## config.mk

```make
export PLATFORM = sky130hd
export DESIGN_NAME = parity_frame_tx_flat
export DESIGN_NICKNAME = d
export VERILOG_FILES = /design/src/rtl/parity_frame_tx_if.sv /design/src/rtl/parity_frame_tx.sv /design/src/flat_wrapper.sv
export SDC_FILE = /design/constraint.sdc
export NUM_CORES = 1
export LEC_CHECK = 0
export BUFFER_PORTS_ARGS = -buffer_cell sky130_fd_sc_hd__buf_2
export CAP_MARGIN = 0
export CORE_MARGIN = 1
export CORE_UTILIZATION = 25
export CTS_CLUSTER_SIZE = 8
export DETAILED_ROUTE_END_ITERATION = 10
export PLACE_DENSITY = 0.54
export SYNTH_ARGS = -nofsm -noshare
export SYNTH_HDL_FRONTEND = slang
export SYNTH_SLANG_ARGS = --single-unit
```

## constraint.sdc

```tcl
create_clock -name clk -period 2.2 [get_ports clk]
set_input_delay 0.22 -clock clk [delete_from_list [all_inputs] [get_ports clk]]
set_output_delay 0.22 -clock clk [all_outputs]
set_load 0.005 [all_outputs]
```

## src/rtl/parity_frame_tx_if.sv

```systemverilog
// Byte-in / frame-out bundle of the parity frame transmitter.
// The slave side is the transmitter; the master side is the byte source and frame/line observer.
interface parity_frame_tx_if;
  logic [7:0] in_data;
  logic       in_valid;
  logic       in_ready;
  logic [8:0] frame;
  logic       frame_valid;
  logic       tx;
  logic       busy;

  modport master (
    output in_data,
    output in_valid,
    input  in_ready,
    input  frame,
    input  frame_valid,
    input  tx,
    input  busy
  );

  modport slave (
    input  in_data,
    input  in_valid,
    output in_ready,
    output frame,
    output frame_valid,
    output tx,
    output busy
  );
endinterface

```

## src/rtl/parity_frame_tx.sv

```systemverilog
// Even-parity 9-bit frame transmitter: registered parallel frame for loopback,
// plus a UART-style serial line (start, 9 frame bits LSB first, stop).
module parity_frame_tx #(
  parameter int CLKS_PER_BIT = 16
) (
  input  logic               clk,
  input  logic               arst,
  parity_frame_tx_if.slave   bus
);

  localparam int CW = (CLKS_PER_BIT > 1) ? $clog2(CLKS_PER_BIT) : 1;
  localparam logic [CW-1:0] CNT_LAST = CW'(CLKS_PER_BIT - 1);
  localparam logic [CW-1:0] CNT_ONE  = CW'(1);

  typedef enum logic [1:0] {
    IDLE  = 2'd0,
    START = 2'd1,
    DATA  = 2'd2,
    STOP  = 2'd3
  } state_e;

  function automatic logic even_parity(input logic [7:0] b);
    return ^b;
  endfunction

  state_e          state_q, state_d;
  logic [CW-1:0]   cnt_q, cnt_d;
  logic [3:0]      idx_q, idx_d;
  logic [8:0]      frame_q, frame_d;
  logic            frame_valid_q, frame_valid_d;
  logic            tx_q, tx_d;
  logic            busy_q, busy_d;
  logic            cnt_last_s;
  logic            ready_s;
  logic            accept_s;

  // Ready in the last stop cycle lets a held source stream frames without a gap.
  assign cnt_last_s = (cnt_q == CNT_LAST);
  assign ready_s    = (state_q == IDLE) || ((state_q == STOP) && cnt_last_s);
  assign accept_s   = bus.in_valid && ready_s;

  assign bus.in_ready    = ready_s;
  assign bus.frame       = frame_q;
  assign bus.frame_valid = frame_valid_q;
  assign bus.tx          = tx_q;
  assign bus.busy        = busy_q;

  // State register; arst aborts any frame in flight.
  always_ff @(posedge clk or posedge arst) begin
    if (arst) begin
      state_q       <= IDLE;
      cnt_q         <= '0;
      idx_q         <= 4'd0;
      frame_q       <= 9'h000;
      frame_valid_q <= 1'b0;
      tx_q          <= 1'b1;
      busy_q        <= 1'b0;
    end else begin
      state_q       <= state_d;
      cnt_q         <= cnt_d;
      idx_q         <= idx_d;
      frame_q       <= frame_d;
      frame_valid_q <= frame_valid_d;
      tx_q          <= tx_d;
      busy_q        <= busy_d;
    end
  end

  // Next-state logic; tx_d is the line level for the coming cycle.
  always_comb begin
    state_d       = state_q;
    cnt_d         = cnt_q;
    idx_d         = idx_q;
    frame_d       = frame_q;
    frame_valid_d = 1'b0;
    tx_d          = tx_q;
    busy_d        = busy_q;

    if (accept_s) begin
      frame_d       = {even_parity(bus.in_data), bus.in_data};
      frame_valid_d = 1'b1;
      tx_d          = 1'b0;
      busy_d        = 1'b1;
      state_d       = START;
      cnt_d         = '0;
      idx_d         = 4'd0;
    end else begin
      case (state_q)
        IDLE: begin
          tx_d   = 1'b1;
          busy_d = 1'b0;
        end
        START: begin
          if (cnt_last_s) begin
            state_d = DATA;
            cnt_d   = '0;
            idx_d   = 4'd0;
            tx_d    = frame_q[0];
          end else begin
            cnt_d = cnt_q + CNT_ONE;
          end
        end
        DATA: begin
          if (cnt_last_s) begin
            cnt_d = '0;
            if (idx_q == 4'd8) begin
              state_d = STOP;
              tx_d    = 1'b1;
            end else begin
              idx_d = idx_q + 4'd1;
              tx_d  = frame_q[idx_q + 4'd1];
            end
          end else begin
            cnt_d = cnt_q + CNT_ONE;
          end
        end
        STOP: begin
          if (cnt_last_s) begin
            state_d = IDLE;
            cnt_d   = '0;
            tx_d    = 1'b1;
            busy_d  = 1'b0;
          end else begin
            cnt_d = cnt_q + CNT_ONE;
          end
        end
        default: begin
          state_d = IDLE;
          cnt_d   = '0;
          tx_d    = 1'b1;
          busy_d  = 1'b0;
        end
      endcase
    end
  end

endmodule

```

## src/flat_wrapper.sv

```systemverilog
// flat-port wrapper written by rule: the top's interface ports become plain ports
module parity_frame_tx_flat 
#(
  parameter int CLKS_PER_BIT = 16
)
  (clk, arst, bus_in_data, bus_in_valid, bus_in_ready, bus_frame, bus_frame_valid, bus_tx, bus_busy);
  parity_frame_tx_if bus_i ();
  input  logic clk;
  input  logic arst;
  input wire logic [$bits(bus_i.in_data)-1:0] bus_in_data;
  input wire logic [$bits(bus_i.in_valid)-1:0] bus_in_valid;
  output wire logic [$bits(bus_i.in_ready)-1:0] bus_in_ready;
  output wire logic [$bits(bus_i.frame)-1:0] bus_frame;
  output wire logic [$bits(bus_i.frame_valid)-1:0] bus_frame_valid;
  output wire logic [$bits(bus_i.tx)-1:0] bus_tx;
  output wire logic [$bits(bus_i.busy)-1:0] bus_busy;
  assign bus_i.in_data = bus_in_data;
  assign bus_i.in_valid = bus_in_valid;
  assign bus_in_ready = bus_i.in_ready;
  assign bus_frame = bus_i.frame;
  assign bus_frame_valid = bus_i.frame_valid;
  assign bus_tx = bus_i.tx;
  assign bus_busy = bus_i.busy;
  parity_frame_tx #(.CLKS_PER_BIT(CLKS_PER_BIT)) u_core (.clk(clk), .arst(arst), .bus(bus_i));
endmodule
```

==> results of run 1 <==
[cells by family after synthesis]
group | after synthesis | share of synthesized area
flops | 22 | 0.398
simple gates | 58 | 0.188
compound gates | 34 | 0.157
fa+ha+maj | 9 | 0.0812
mux | 8 | 0.0785
xor+xnor | 8 | 0.0505
buf+inv | 14 | 0.0469
[worst reg2reg max path, cell delays in order, from the launching register on]
cell and delay (ps):
dfrtp_1 480, inv_1 110, ha_1 370, mux4_1 560, a21oi_1 160, a211oi_1 70, o21ai_2 110
[cells in the final DEF, fill, tap and decap left out, types with 2 or more instances in the layout]
cell type,instances
inv_1,8
xnor2_1,8
nand2b_1,2
a21oi_1,7
nand3_1,6
nor2_1,9
dfrtp_1,21
clkbuf_8,3
a21boi_0,2
nand2_1,33
buf_2,23
buf_4,5
o22a_1,2
ha_1,9
mux2i_1,6
o22ai_1,2
nand4_1,2
and2_1,2
o21ai_0,10
[registers in the layout (all words and copies together), names as in the netlist]
name / flops
u_core.bus.tx: 1
u_core.bus.busy: 1
u_core.bus.frame: 9
u_core.cnt_q: 4
u_core.bus.frame_valid: 1
u_core.idx_q: 4
u_core.state_q: 2
[worst min path at each step]
| stage | from | end | slack (ps) |
|---|---|---|---|
| after floorplan | arst | u_core.bus.busy | 210 |
| after global placement | bus_in_data[1] | u_core.bus.frame[1] | 440 |
| after detailed placement | bus_in_data[1] | u_core.bus.frame[1] | 440 |
| after CTS | arst | u_core.bus.frame_valid | 160 |
| after global routing | bus_in_data[1] | u_core.bus.frame[1] | 170 |
| final | arst | u_core.bus.frame_valid | 110 |
[area by class of cell]
type	count	area, um2	share of cell area
clock inverter	1	30.0	0.0181
inverter	8	30.0	0.0181
multi-input combinational	117	769	0.463
timing repair buffer	28	153	0.0918
clock buffer	3	41.3	0.0248
sequential	22	552	0.332
tap	70	87.6	0.0527
[routing by layer]
| layer | track usage | routed length (um) |
|---|---|---|
| met1 | 0.151 | 1470 |
| met2 | 0.188 | 1330 |
| met3 | 0.0144 | 71 |
| met4 | 0.0288 | 32 |
| met5 | 0 | 0 |
[synthesized netlist by cell type, drive strengths merged, types with 2 or more instances]
master | number | area share
o21ai | 11 | 0.042
nand2 | 33 | 0.089
nand3 | 6 | 0.022
and2 | 2 | 0.0090
xnor2 | 8 | 0.051
buf | 5 | 0.023
nand4 | 2 | 0.0090
nor3b | 2 | 0.014
nand2b | 2 | 0.0090
inv | 8 | 0.022
a21boi | 2 | 0.011
a21oi | 7 | 0.025
nor2 | 9 | 0.024
o22a | 2 | 0.013
o22ai | 2 | 0.0090
mux2i | 6 | 0.043
mux4 | 2 | 0.035
dfrtp | 21 | 0.38
ha | 9 | 0.081
[where the power goes]
part           switching, uW  leakage [uW]  internal (uW)
Combinational           22.2      0.000539           20.6
Sequential                 0      0.000266            404
Clock                    142     0.0000357            243
Total                    164      0.000840            668
[through the flow]
stage / hold WS [ps] / std cells / power, uW / worst slack, ps / cell area, um2
floorplan: 208 / 153 / 439 / 423 / 1390
global placement: 441 / 245 / 456 / 338 / 1590
detailed placement: 443 / 245 / 457 / 286 / 1590
CTS: 157 / 249 / 848 / 263 / 1660
global route: 168 / 249 / 869 / 31.5 / 1660
finish: 114 / 249 / 832 / 270 / 1660
==> flow_metrics.py, run 1 <==
metrics = {
    "sta": {
        "fin_worst_skew_ps": 4.14,
        "setup_violations": 0,
        "setup_tns_ps": 0,
        "slew-limit-headroom": 0.428,
        "rsz0062_at_grt": "false",
        "worst_pin_slew_ps": 857,
        "fmax_mhz": 518,
        "fin_crit_ps": 1930,
        "final.period_utilization": 0.877,
        "hold_viol_final": 0,
        "drv_slew": 0,
    },
    "clock_tree": {
        "path_clk_slew_ps": 90,
        "cts_tree": "built",
        "cts.sinks": 22,
        "hold_buffers": 0,
        "cts_made_buffers": 3,
        "cts_setup_buffers": 0,
        "worstSkewPairLatency_ps": 270,
        "cts.htree.levels": 1,
        "clock-root-buffer": "clkbuf_8",
        "clockBufferDepth": 2,
        "post_cts_resized": 0,
    },
    "floorplan": {
        "initial_core_util": 0.265,
        "die_h_um": 76.5,
        "io_pins": 24,
        "die_area_mm2": 0.00585,
        "coreArea_mm2": 0.00524,
        "rows": 26,
        "die_w_um": 76.5,
    },
    "setup_path": {
        "worst-r2r-setup-slack_ps": 270,
        "worst-endpoint-arrival_ps": 2130,
        "max_stage_delay_ps": 560,
        "worst_r2r_endpoint": "u_core.bus.tx",
        "worst-path-buf-inv": 1,
        "cp_cell_sequence": "inv_1 -> ha_1 -> mux4_1 -> a21oi_1 -> a211oi_1 -> o21ai_2",
        "crit_path_start": "u_core.idx_q[0]",
        "cp_num_cells": 6,
        "cp-start-kind": "flip-flop",
        "timing.rr.start": "u_core.idx_q[0]",
        "crit_required_ps": 2400,
        "endpoint": "u_core.bus.tx",
        "cp_slowest_cell": "mux4_1",
        "cp_top_family": "multiplexers",
        "cp_max_fo": 6,
        "r2r_cells": 6,
        "end_kind": "flip-flop",
        "critPathKind": "reg2reg",
    },
    "final_layout": {
        "fin_util": 0.317,
        "diodes": 0,
        "area_growth_pct": 19.9,
        "nFillCells": 563,
        "nets": 200,
        "drive_above_1_share": 0.201,
    },
    "yosys": {
        "synth-seq-area-share": 0.398,
        "avgSynthCellArea_um2": 9.06,
        "synth_edf_count": 0,
        "yosys_warnings": 0,
        "ys_ff_latch": 22,
        "synth_cell_types": 37,
        "syn_area_mm2": 0.00139,
        "synthArstFlopShare": 1.00,
        "syn_nets": 173,
        "netlist_instances": 153,
        "synthFlopType": "dfrtp_1",
    },
    "status": {
        "status": "complete, no violations",
    },
    "drt": {
        "avgRoutedWirePerCell_um": 11.6,
        "drtIter0Drc": 19,
        "drc": 0,
        "num_vias": 1123,
        "firstDrtPassIters": 4,
        "wl_mm": 2.90,
        "ant_nets": 0,
        "vias_per_cell": 4.51,
    },
    "grt": {
        "grt_pass1_vias": 1192,
        "grt_util_all_layers": 0.112,
        "grt_max_degree": 23,
        "grt_first_pass_wirelength_mm": 5.43,
        "grt_overflow": 0,
        "antenna_found_initial": 0,
    },
    "min_path": {
        "hp-class": "in2async",
    },
    "power_and_ir_drop": {
        "max-vdd-ir-drop_mv": 0.293,
        "power_density_mw_per_mm2": 500,
        "p_leak_uw": 0.000840,
    },
    "place": {
        "io_buffers": 23,
        "place_hpwl_mm": 2.23,
        "gp_congestion": 0.768,
    },
    "job": {
        "drv_cap": 0,
    },
}
(Power assumes the default switching activity.)
==> inputs of run 2 (changes only) <==
==> constraint.sdc (replaced) <==
create_clock -name clk -period 1.8 [get_ports clk]
set_input_delay 0.18 -clock clk [delete_from_list [all_inputs] [get_ports clk]]
set_output_delay 0.18 -clock clk [all_outputs]
set_load 0.005 [all_outputs]
==> run 2 against run 1 <==
Against the previous run:
- wire length rose by 7.8%
- register-to-register slack got worse by 170 ps
- hold slack better by 17 ps
- maximum frequency grew 13%
- largest power group unchanged
- clock power fell by 6.8%
- critical path type unchanged
==> flow_metrics.py, run 2 (synthesis results as in run 1) <==
metrics = {
    "grt": {
        "grt_util_all_layers": 0.111,
        "antenna_found_initial": 0,
        "grt_first_pass_wirelength_mm": 5.31,
        "grt_overflow": 0,
        "grt_pass1_vias": 1165,
        "grt_max_degree": 23,
    },
    "drt": {
        "wl_met3_um": 99,
        "firstDrtPassIters": 4,
        "drtIter0Drc": 30,
        "wl_met2_mm": 1.42,
        "num_vias": 1163,
        "wl_mm": 3.13,
        "top_layer_used": "met4",
        "drc": 0,
        "vias_per_cell": 4.47,
        "avgRoutedWirePerCell_um": 12.0,
        "ant_nets": 0,
        "wl_met1_mm": 1.58,
    },
    "floorplan": {
        "die_h_um": 76.5,
        "rows": 26,
        "die_w_um": 76.5,
        "coreArea_mm2": 0.00524,
        "die_area_mm2": 0.00585,
        "initial_core_util": 0.265,
        "io_pins": 24,
    },
    "sta": {
        "fmax_mhz": 587,
        "hold_slack_ps": 132,
        "fin_crit_ps": 1700,
        "setup_tns_ps": 0,
        "drv_slew": 0,
        "final.period_utilization": 0.947,
        "setup_violations": 0,
        "slew-limit-headroom": 0.806,
        "fin_worst_skew_ps": 4.17,
        "hold_viol_final": 0,
        "worst_pin_slew_ps": 291,
    },
    "final_layout": {
        "layout.cells.non_filler": 260,
        "drive_above_1_share": 0.295,
        "nFillCells": 541,
        "final_cell_mix": "nand2_1, buf_2, dfrtp_1",
        "diodes": 0,
        "area_growth_pct": 26.9,
        "largest_reg_flops": 9,
        "final_common_cell": "nand2_1",
        "fin_util": 0.336,
        "nets": 211,
    },
    "power_and_ir_drop": {
        "p_sw_frac": 0.212,
        "intPower_uw": 717,
        "max-vdd-ir-drop_mv": 0.284,
        "pwr-share-clk": 0.395,
        "combPwrFrac": 0.063,
        "power_density_mw_per_mm2": 517,
        "p_leak_uw": 0.000879,
        "p_switching_uw": 193,
        "pwr-share-seq": 0.543,
    },
    "setup_path": {
        "critPathKind": "reg2reg",
        "end_kind": "flip-flop",
        "crit_required_ps": 2000,
        "worst-endpoint-arrival_ps": 1900,
        "cp_max_fo": 6,
        "worst-r2r-setup-slack_ps": 100,
        "cp-start-kind": "flip-flop",
    },
    "clock_tree": {
        "cts_made_buffers": 3,
        "clockBufferDepth": 2,
        "cts_tree": "built",
        "cts.htree.levels": 1,
        "path_clk_slew_ps": 80,
        "clock-root-buffer": "clkbuf_8",
        "worstSkewPairLatency_ps": 260,
        "cts.sinks": 22,
    },
    "place": {
        "place_hpwl_mm": 2.33,
        "dp_cells": 253,
        "io_buffers": 23,
        "gp_congestion": 0.806,
    },
    "job": {
        "drv_cap": 0,
    },
    "min_path": {
        "hp-class": "in2reg",
    },
    "status": {
        "status": "complete, no violations",
    },
}
[run 2: what timing repair did]
action | CTS | global route
endpoints found under the hold margin | 21 | 0
resized for setup | 0 | 11
setup buffers | 0 | 2
hold buffers | 1 | 0
endpoints found under the setup margin | 0 | 4
[run 2: metrics by stage]
stage / power, uW / instance area, um2 / setup WS [ps]
floorplan: 537 / 1390 / 23.2
global placement: 559 / 1650 / 83.5
detailed placement: 560 / 1650 / 44.2
CTS: 930 / 1720 / 12.5
global route: 955 / 1760 / -3.37
finish: 909 / 1760 / 96.2
[run 2: layout make-up]
| cell class | instances | area, um2 | share of cell area |
|---|---|---|---|
| Multi-Input combinational cell | 117 | 796 | 0.452 |
| Inverter | 8 | 30.0 | 0.0171 |
| Sequential cell | 22 | 553 | 0.314 |
| Tap cell | 70 | 87.6 | 0.0498 |
| Timing Repair Buffer | 39 | 238 | 0.135 |
| Clock buffer | 4 | 55.1 | 0.0313 |
[run 2: final timing paths]
kind / startpoint / endpoint / cells after the start
setup reg to reg: u_core.idx_q[0] / u_core.bus.tx / 6
setup / recovery: u_core.idx_q[0] / u_core.bus.tx / 6
hold reg to reg: u_core.bus.frame[2] / u_core.bus.frame[2] / 2
min in group asynchronous: arst / u_core.bus.frame_valid / 4
max in group asynchronous: arst / u_core.bus.tx / 4
hold / removal: bus_in_data[7] / u_core.bus.frame[7] / 3
[run 2: per-layer routing]
layer	vias up	track usage
met4	0	0.0365
met1	541	0.148
met3	2	0.0180
met2	23	0.182
li1	597	-
met5	-	0
[run 2: power by group through the flow]
stage               clock network (uW)  registers, uW  logic [uW]
floorplan                            0            504        33.0
global placement                     0            504        55.5
detailed placement                   0            504        56.4
CTS                                377            494        58.5
global route                       396            494        65.2
finish                             359            494        56.9
[run 2: critical path: stages (launching register included)]
cell      delay, ps
dfrtp_2         440
buf_4           170
mux2i_1         130
mux4_2          480
nor3b_2         220
a211oi_1         80
o21ai_2         110
==> inputs of run 3 (changes only) <==
--- a/config.mk
+++ b/config.mk
@@ -11,7 +11,9 @@
 export CORE_UTILIZATION = 25
 export CTS_CLUSTER_SIZE = 8
 export DETAILED_ROUTE_END_ITERATION = 10
+export GPL_ROUTABILITY_DRIVEN = 0
 export PLACE_DENSITY = 0.54
+export REMOVE_ABC_BUFFERS = 1
 export SYNTH_ARGS = -nofsm -noshare
 export SYNTH_HDL_FRONTEND = slang
 export SYNTH_SLANG_ARGS = --single-unit
==> run 3 against run 2 <==
Against the previous run:
- combinational power shrank 2%
- flip-flop and latch count is the same
- core utilization grew 0.29 points
- clock power grew 33%
- first-iteration DRC count grew 77%
- maximum frequency grew 0.24%
- power grew 13%
- critical path type unchanged
- critical endpoint unchanged
- largest cell class unchanged
==> flow_metrics.py, run 3 (synthesis results as in run 1) <==
metrics = {
    "grt": {
        "grt_pass1_vias": 1174,
        "grt_first_pass_wirelength_mm": 5.49,
        "grt_util_all_layers": 0.116,
        "grt_max_degree": 23,
        "grt_overflow": 0,
        "antenna_found_initial": 0,
    },
    "clock_tree": {
        "path_clk_slew_ps": 90,
        "cts_tree": "built",
        "cts_made_buffers": 3,
        "clock-root-buffer": "clkbuf_8",
        "cts.sinks": 22,
        "worstSkewPairLatency_ps": 270,
        "clockBufferDepth": 2,
        "cts.htree.levels": 1,
    },
    "sta": {
        "final.period_utilization": 0.944,
        "fmax_mhz": 588,
        "finalWorstSetupSlack_ps": 100,
        "setup_violations": 0,
        "setup_tns_ps": 0,
        "worst_pin_slew_ps": 300,
        "fin_crit_ps": 1700,
        "fin_worst_skew_ps": 1.95,
        "rsz0062_at_grt": "false",
        "hold_slack_ps": 124,
        "drv_slew": 0,
        "hold_viol_final": 0,
        "slew-limit-headroom": 0.799,
    },
    "setup_path": {
        "cp_slowest_cell": "mux4_1",
        "max_stage_delay_ps": 560,
        "cp-start-kind": "flip-flop",
        "crit_required_ps": 2010,
        "end_kind": "flip-flop",
        "critPathKind": "reg2reg",
        "worst-endpoint-arrival_ps": 1910,
        "cp_cell_sequence": "inv_1 -> ha_1 -> mux4_1 -> a21oi_2 -> a211oi_1 -> o21ai_2",
        "r2r_cells": 6,
        "cp_max_fo": 3,
    },
    "drt": {
        "firstDrtPassIters": 4,
        "wl_mm": 3.03,
        "drc": 0,
        "ant_nets": 0,
        "vias_per_cell": 4.44,
        "drtIter0Drc": 53,
        "avgRoutedWirePerCell_um": 11.6,
        "num_vias": 1160,
    },
    "final_layout": {
        "diodes": 0,
        "final_cell_mix": "nand2_1, buf_2, dfrtp_1",
        "fin_util": 0.339,
        "area_growth_pct": 28.0,
        "nets": 212,
        "final_common_cell": "nand2_1",
        "largest_reg_flops": 9,
        "drive_above_1_share": 0.277,
    },
    "floorplan": {
        "coreArea_mm2": 0.00524,
        "rows": 26,
        "die_h_um": 76.5,
        "die_w_um": 76.5,
        "io_pins": 24,
        "die_area_mm2": 0.00585,
        "initial_core_util": 0.265,
    },
    "power_and_ir_drop": {
        "max-vdd-ir-drop_mv": 0.461,
        "total_power_uw": 1030,
        "power_density_mw_per_mm2": 578,
        "p_leak_uw": 0.000897,
    },
    "place": {
        "io_buffers": 23,
        "place_hpwl_mm": 2.31,
        "post-place-ws_ps": 68.2,
    },
    "status": {
        "status": "complete, no violations",
    },
    "min_path": {
        "hp-class": "in2reg",
        "hold_depth": 3,
    },
    "job": {
        "drv_cap": 0,
    },
}
-- run 3: cell types whose count changed in the layout (fill, tap and decap cells not counted), sizes merged --
cell	delta
buf	+1
clkbuf	-1
bufinv	+1
-- run 3: area by class of cell --
| cell class | count | area [um2] |
|---|---|---|
| inverters | 8 | 30.0 |
| flip-flops and latches | 22 | 552 |
| fillers | 541 | 3460 |
| repair buffers | 40 | 245 |
| clock inverters | 1 | 30.0 |
| multi-input cells | 117 | 788 |
| clock buffers | 3 | 41.3 |
| well taps | 70 | 87.6 |
-- run 3: path summary, 6_finish.rpt --
kind                                startpoint  slack [ps]             endpoint
setup / recovery               u_core.idx_q[0]         100        u_core.bus.tx
hold / removal                  bus_in_data[6]         120  u_core.bus.frame[6]
setup reg to reg               u_core.idx_q[0]         100        u_core.bus.tx
hold reg to reg            u_core.bus.frame[5]         520  u_core.bus.frame[5]
max in group asynchronous                 arst        1040        u_core.bus.tx
min in group asynchronous                 arst         480      u_core.cnt_q[1]
-- run 3: repair_timing --
action	4_1_cts	5_1_grt
gates resized for setup	0	7
hold buffers	1	0
setup buffers	0	1
hold endpoints to repair	21	0
endpoints found under the setup margin	0	6
-- run 3: metal layers --
| layer | wire length (um) | part of all wire | GRT usage |
|---|---|---|---|
| met5 | 0 | 0 | 0 |
| met4 | 27 | 0.0089 | 0.0346 |
| met3 | 78 | 0.026 | 0.0168 |
| met2 | 1400 | 0.46 | 0.186 |
| met1 | 1530 | 0.50 | 0.159 |
-- run 3: metrics by stage --
stage / instances / area, um2
after CTS: 260 / 1750
after detailed placement: 255 / 1670
after global placement: 255 / 1670
after global routing: 261 / 1770
final: 261 / 1770
after floorplan: 147 / 1350
-- run 3: where the power goes --
group | switching [uW] | internal, uW | total [uW]
Sequential | 0 | 494 | 494
Clock | 179 | 297 | 476
Combinational | 27.7 | 28.0 | 55.8
-- run 3: critical path: cells and delay by family (launching register included) --
kind,cells,cell delay (ps)
mux,1,560
compound gates,3,330
fa+ha+maj,1,300
buf+inv,1,70
flops,1,380
